$ cat src/rtl/floating_point_vec_driver.sv
// Floating-point vector driver: walks a 1-cycle-latency ROM from address 0
// to NUM_VEC-1 and presents each word on an AXI-Stream style operand port.
// Handshake: a_tvalid/a_tdata are held stable from the LOAD edge until an
// edge where a_tvalid && a_tready; that edge is the transfer. a_tready may
// stay low for any number of cycles and only stalls the run.
module floating_point_vec_driver #(
    parameter int NUM_VEC = 20,
    parameter int ADDR_W  = 5
) (
    input  logic              clk,
    input  logic              rst_n,
    input  logic              start,
    input  logic              abort,
    output logic [ADDR_W-1:0] rd_addr,
    input  logic [31:0]       rom_dout,
    output logic [31:0]       a_tdata,
    output logic              a_tvalid,
    input  logic              a_tready,
    output logic              busy,
    output logic              done,
    output logic [5:0]        vec_cnt,
    output logic [2:0]        state_dbg
);

    typedef enum logic [2:0] {
        IDLE  = 3'd0,
        FETCH = 3'd1,
        LOAD  = 3'd2,
        SEND  = 3'd3,
        DONE  = 3'd4
    } state_t;

    localparam logic [ADDR_W-1:0] LAST_ADDR = ADDR_W'(NUM_VEC - 1);

    state_t            state;
    state_t            state_nxt;
    logic [ADDR_W-1:0] addr;
    logic [ADDR_W-1:0] addr_nxt;
    logic [31:0]       tdata_nxt;
    logic              tvalid_nxt;
    logic [5:0]        cnt_nxt;

    // State and datapath registers; reset clears everything asynchronously,
    // so a_tvalid drops the moment rst_n falls.
    always_ff @(posedge clk or negedge rst_n) begin
        if (!rst_n) begin
            state    <= IDLE;
            addr     <= '0;
            a_tdata  <= '0;
            a_tvalid <= 1'b0;
            vec_cnt  <= '0;
        end else begin
            state    <= state_nxt;
            addr     <= addr_nxt;
            a_tdata  <= tdata_nxt;
            a_tvalid <= tvalid_nxt;
            vec_cnt  <= cnt_nxt;
        end
    end

    // Next-state logic: FETCH gives the ROM its read cycle, LOAD captures the
    // word, SEND waits for the handshake; abort overrides everything.
    always_comb begin
        state_nxt  = state;
        addr_nxt   = addr;
        tdata_nxt  = a_tdata;
        tvalid_nxt = a_tvalid;
        cnt_nxt    = vec_cnt;
        case (state)
            IDLE: begin
                if (start) begin
                    state_nxt = FETCH;
                    addr_nxt  = '0;
                    cnt_nxt   = '0;
                end
            end
            FETCH: begin
                state_nxt = LOAD;
            end
            LOAD: begin
                tdata_nxt  = rom_dout;
                tvalid_nxt = 1'b1;
                state_nxt  = SEND;
            end
            SEND: begin
                if (a_tvalid && a_tready) begin
                    tvalid_nxt = 1'b0;
                    cnt_nxt    = vec_cnt + 6'd1;
                    if (addr == LAST_ADDR) begin
                        state_nxt = DONE;
                    end else begin
                        addr_nxt  = addr + ADDR_W'(1);
                        state_nxt = FETCH;
                    end
                end
            end
            DONE: begin
                state_nxt = IDLE;
            end
            default: begin
                state_nxt = IDLE;
            end
        endcase
        // A cancelled run keeps its count and never captures or counts a
        // transfer that coincides with the abort edge.
        if (abort && (state != IDLE)) begin
            state_nxt  = IDLE;
            addr_nxt   = addr;
            tdata_nxt  = a_tdata;
            tvalid_nxt = 1'b0;
            cnt_nxt    = vec_cnt;
        end
    end

    assign rd_addr   = addr;
    assign busy      = (state != IDLE);
    assign done      = (state == DONE);
    assign state_dbg = state;

endmodule

$ cat config.mk
export PLATFORM = sky130hd
export DESIGN_NAME = floating_point_vec_driver
export DESIGN_NICKNAME = d
export VERILOG_FILES = /design/src/rtl/floating_point_vec_driver.sv
export SDC_FILE = /design/constraint.sdc
export NUM_CORES = 1
export LEC_CHECK = 0
export CORE_MARGIN = 2
export CORE_UTILIZATION = 46
export CTS_CLUSTER_DIAMETER = 100
export DETAILED_ROUTE_END_ITERATION = 10
export GPL_ROUTABILITY_DRIVEN = 0
export PLACE_DENSITY = 0.85
export SLEW_MARGIN = 30
export SYNTH_ARGS = -nofsm -noshare
export SYNTH_HDL_FRONTEND = slang
export SYNTH_SLANG_ARGS = --single-unit
$ cat constraint.sdc
create_clock -name clk -period 2.8 [get_ports clk]
set_input_delay 0.28 -clock clk [delete_from_list [all_inputs] [get_ports clk]]
set_output_delay 0.28 -clock clk [all_outputs]
set_load 0.05 [all_outputs]
==> results.py <==
metrics = {
    "synth": {
        "ys_warn_count": 0,
        "synth_ff_type": "dfrtp_1",
        "synth.avg_cell_area_sq_um": 13.1,
        "syn_area_sq_um": 2090,
        "synth_cell_type_count": 33,
        "synth_edf_count": 0,
        "yosysSeqAreaShare_pct": 56.3,
        "synth.ff_latch_count": 47,
        "synthCells": 159,
        "ys_async_sr_fraction_pct": 100,
        "synth_fp_nets": 198,
    },
    "route": {
        "drt-met1-wl_mm": 1.99,
        "first_pass_iters": 4,
        "dr.max_layer_used": "met4",
        "via_per_inst": 5.25,
        "drt_iter0_markers": 93,
        "wirelength_mm": 4.57,
        "drc": 0,
        "vias": 1559,
        "wire_per_inst_um": 15.4,
        "wl_met2_mm": 2.14,
        "antenna_left": 0,
        "routed-wl-met3_um": 372,
    },
    "critical_path": {
        "worst_setup_path_end_kind": "output port",
        "critPathArrivalTime_ns": 2.04,
        "crit_required_ns": 2.52,
        "ff2ff_path_depth": 4,
        "crit_type": "reg -> out",
        "start_kind": "flip-flop",
        "reg2reg_setup_slack_ns": 0.76,
        "critical_path.cell_chain": "nor2_1 > and2_1 > clkdlybuf4s50_1",
        "cpMaxStageDelayCell": "clkdlybuf4s50_1",
        "slowest_delay_ns": 0.80,
        "r2r_start": "state_dbg[1]",
        "reg2reg_to": "a_tdata[12]",
        "crit_fanout": 12,
    },
    "sta": {
        "fmax_ghz": 0.430,
        "finalHoldWorstSlack_ns": -0.0200,
        "fin_setup_tns_ns": 0,
        "final_hold_viol_count": 47,
        "maxSlewViolCount": 0,
        "rsz0062_at_grt": "no",
        "final.setup_skew_ns": 0.00675,
        "slew_headroom_pct": 61.0,
        "setup_viol_count_final": 0,
        "tightestPinTransition_ns": 0.585,
        "period_share_pct": 83.0,
        "period_needed_ns": 2.32,
    },
    "global_routing": {
        "grt_use_total_pct": 18.2,
        "grt_pass1_vias": 1506,
        "grt_remaining_overflow": 0,
        "grt_antenna_before_repair": 0,
        "grt_first_pass_wirelength_mm": 7.16,
        "grt_max_degree": 48,
    },
    "clock_network": {
        "clock-sinks": 47,
        "ctsResizeCount": 0,
        "cts_tree": "built",
        "cts_root_buffer": "clkbuf_8",
        "cts_made_buffers": 5,
        "cts_hold_buffers": 0,
        "worstSkewPairLatency_ns": 0.30,
        "htreeDepth": 2,
        "path_clk_slew_ns": 0.08,
        "post_cts_buffers": 0,
        "cts_max_path_buffers": 2,
    },
    "status": {
        "outcome": "finished, violations left",
        "failed_checks": "hold timing",
    },
    "floorplan": {
        "rows": 24,
        "start_util_pct": 48.0,
        "pin_count": 86,
        "die_w_um": 71.4,
        "dieHeight_um": 71.4,
        "coreArea_sq_um": 4350,
        "die_area_sq_um": 5090,
    },
    "final_layout": {
        "final_cell_mix": "clkdlybuf4s50_1 (84), dfrtp_1 (47), mux2_2 (31), nor2_1 (8), o21ai_0 (8)",
        "final_core_util_pct": 69.5,
        "area_delta_synth_final_pct": 44.9,
        "antenna-diode-count": 0,
        "nets": 284,
        "layout_commonest_cell": "clkdlybuf4s50_1",
        "instances_no_fill": 297,
        "finish.instance_area_sq_um": 3030,
        "final_layout_size_suffix_gt1_share_pct": 19.2,
    },
    "placement": {
        "dpl.hpwl_mm": 3.26,
        "dp_cells": 290,
        "post_dp_cell_area_sq_um": 2940,
        "port_buffers": 85,
    },
    "job": {
        "cap_violations": 0,
    },
    "pwr": {
        "power.density_nw_per_um2": 1100,
        "vdd_ir_drop_max_uv": 526,
        "leakage_nw": 1.22,
    },
    "hold_path": {
        "min_path_type": "in -> async",
    },
}
[layer usage]
layer  vias up  GRT usage, %
li1        748             -
met1       737          23.6
met2        65          29.1
met3         9          5.34
met4         0          6.29
met5         -             0
[worst max-delay path by stage]
stage / to / slack, ns / cells past startpoint / from
after global placement: a_tdata[29] / 0.76 / 4 / abort
after CTS: done / 0.46 / 3 / state_dbg[1]
after detailed placement: a_tdata[29] / 0.74 / 4 / abort
after floorplan: a_tdata[12] / 0.78 / 5 / state_dbg[1]
final: done / 0.48 / 3 / state_dbg[1]
after global routing: done / 0.42 / 3 / state_dbg[1]
[cells in the mapped netlist, drive strengths merged, types with 2 or more instances]
cell | count | area (sq um)
inv | 6 | 22.5
nor4 | 2 | 27.5
ha | 2 | 25.0
buf | 7 | 71.3
nand2 | 7 | 26.3
nor3 | 3 | 15.0
nand4 | 3 | 25.0
nand3 | 7 | 35.0
nor2 | 9 | 50.1
dfrtp | 47 | 1180
o21ai | 8 | 40.0
or3 | 2 | 12.5
mux2 | 32 | 360
o31ai | 5 | 37.5
nor2b | 2 | 12.5
a21oi | 5 | 25.0
[state kept, by name, indices dropped and copies added (netlist names)]
signal and flops:
a_tdata 32, a_tvalid 1, rd_addr 5, state_dbg 3
vec_cnt 6
[metrics by stage]
step / setup WS [ns] / power [mW] / hold WS, ns
finish: 0.476 / 3.34 / -0.0200
global route: 0.419 / 3.48 / 0.0314
CTS: 0.465 / 3.37 / 0.00180
detailed placement: 0.742 / 2.96 / 0.329
global placement: 0.759 / 2.92 / 0.466
floorplan: 0.777 / 2.31 / -0.0156
[worst max-delay path, delay by kind of cell, from the launching register on]
| kind | cells | cell delay, ns |
|---|---|---|
| buffers and inverters | 1 | 0.80 |
| flip-flops | 1 | 0.56 |
| AND/OR/NAND/NOR | 2 | 0.39 |
[cells by family after synthesis]
kind of cell / share of synthesized area [%]
compound gates: 7.91
fa+ha+maj: 1.20
buf+inv: 4.49
flops: 56.3
mux: 17.3
simple gates: 12.8
[power breakdown]
part           total, mW  leakage (nW)  internal, mW  switching, mW
Sequential          1.08         0.582         0.929          0.152
Combinational       1.85         0.591         0.674           1.18
Clock              0.410        0.0470         0.194          0.216
Total               3.34          1.22          1.80           1.55
[cell type report]
type / count / area (sq um)
clock inverter: 1 / 5.00
multi-input combinational: 99 / 818
fill: 312 / 1330
tap: 52 / 65.1
timing repair buffer: 86 / 856
sequential: 47 / 1180
clock buffer: 6 / 82.6
inverter: 6 / 22.5
Power figures use the tool's default switching activity.
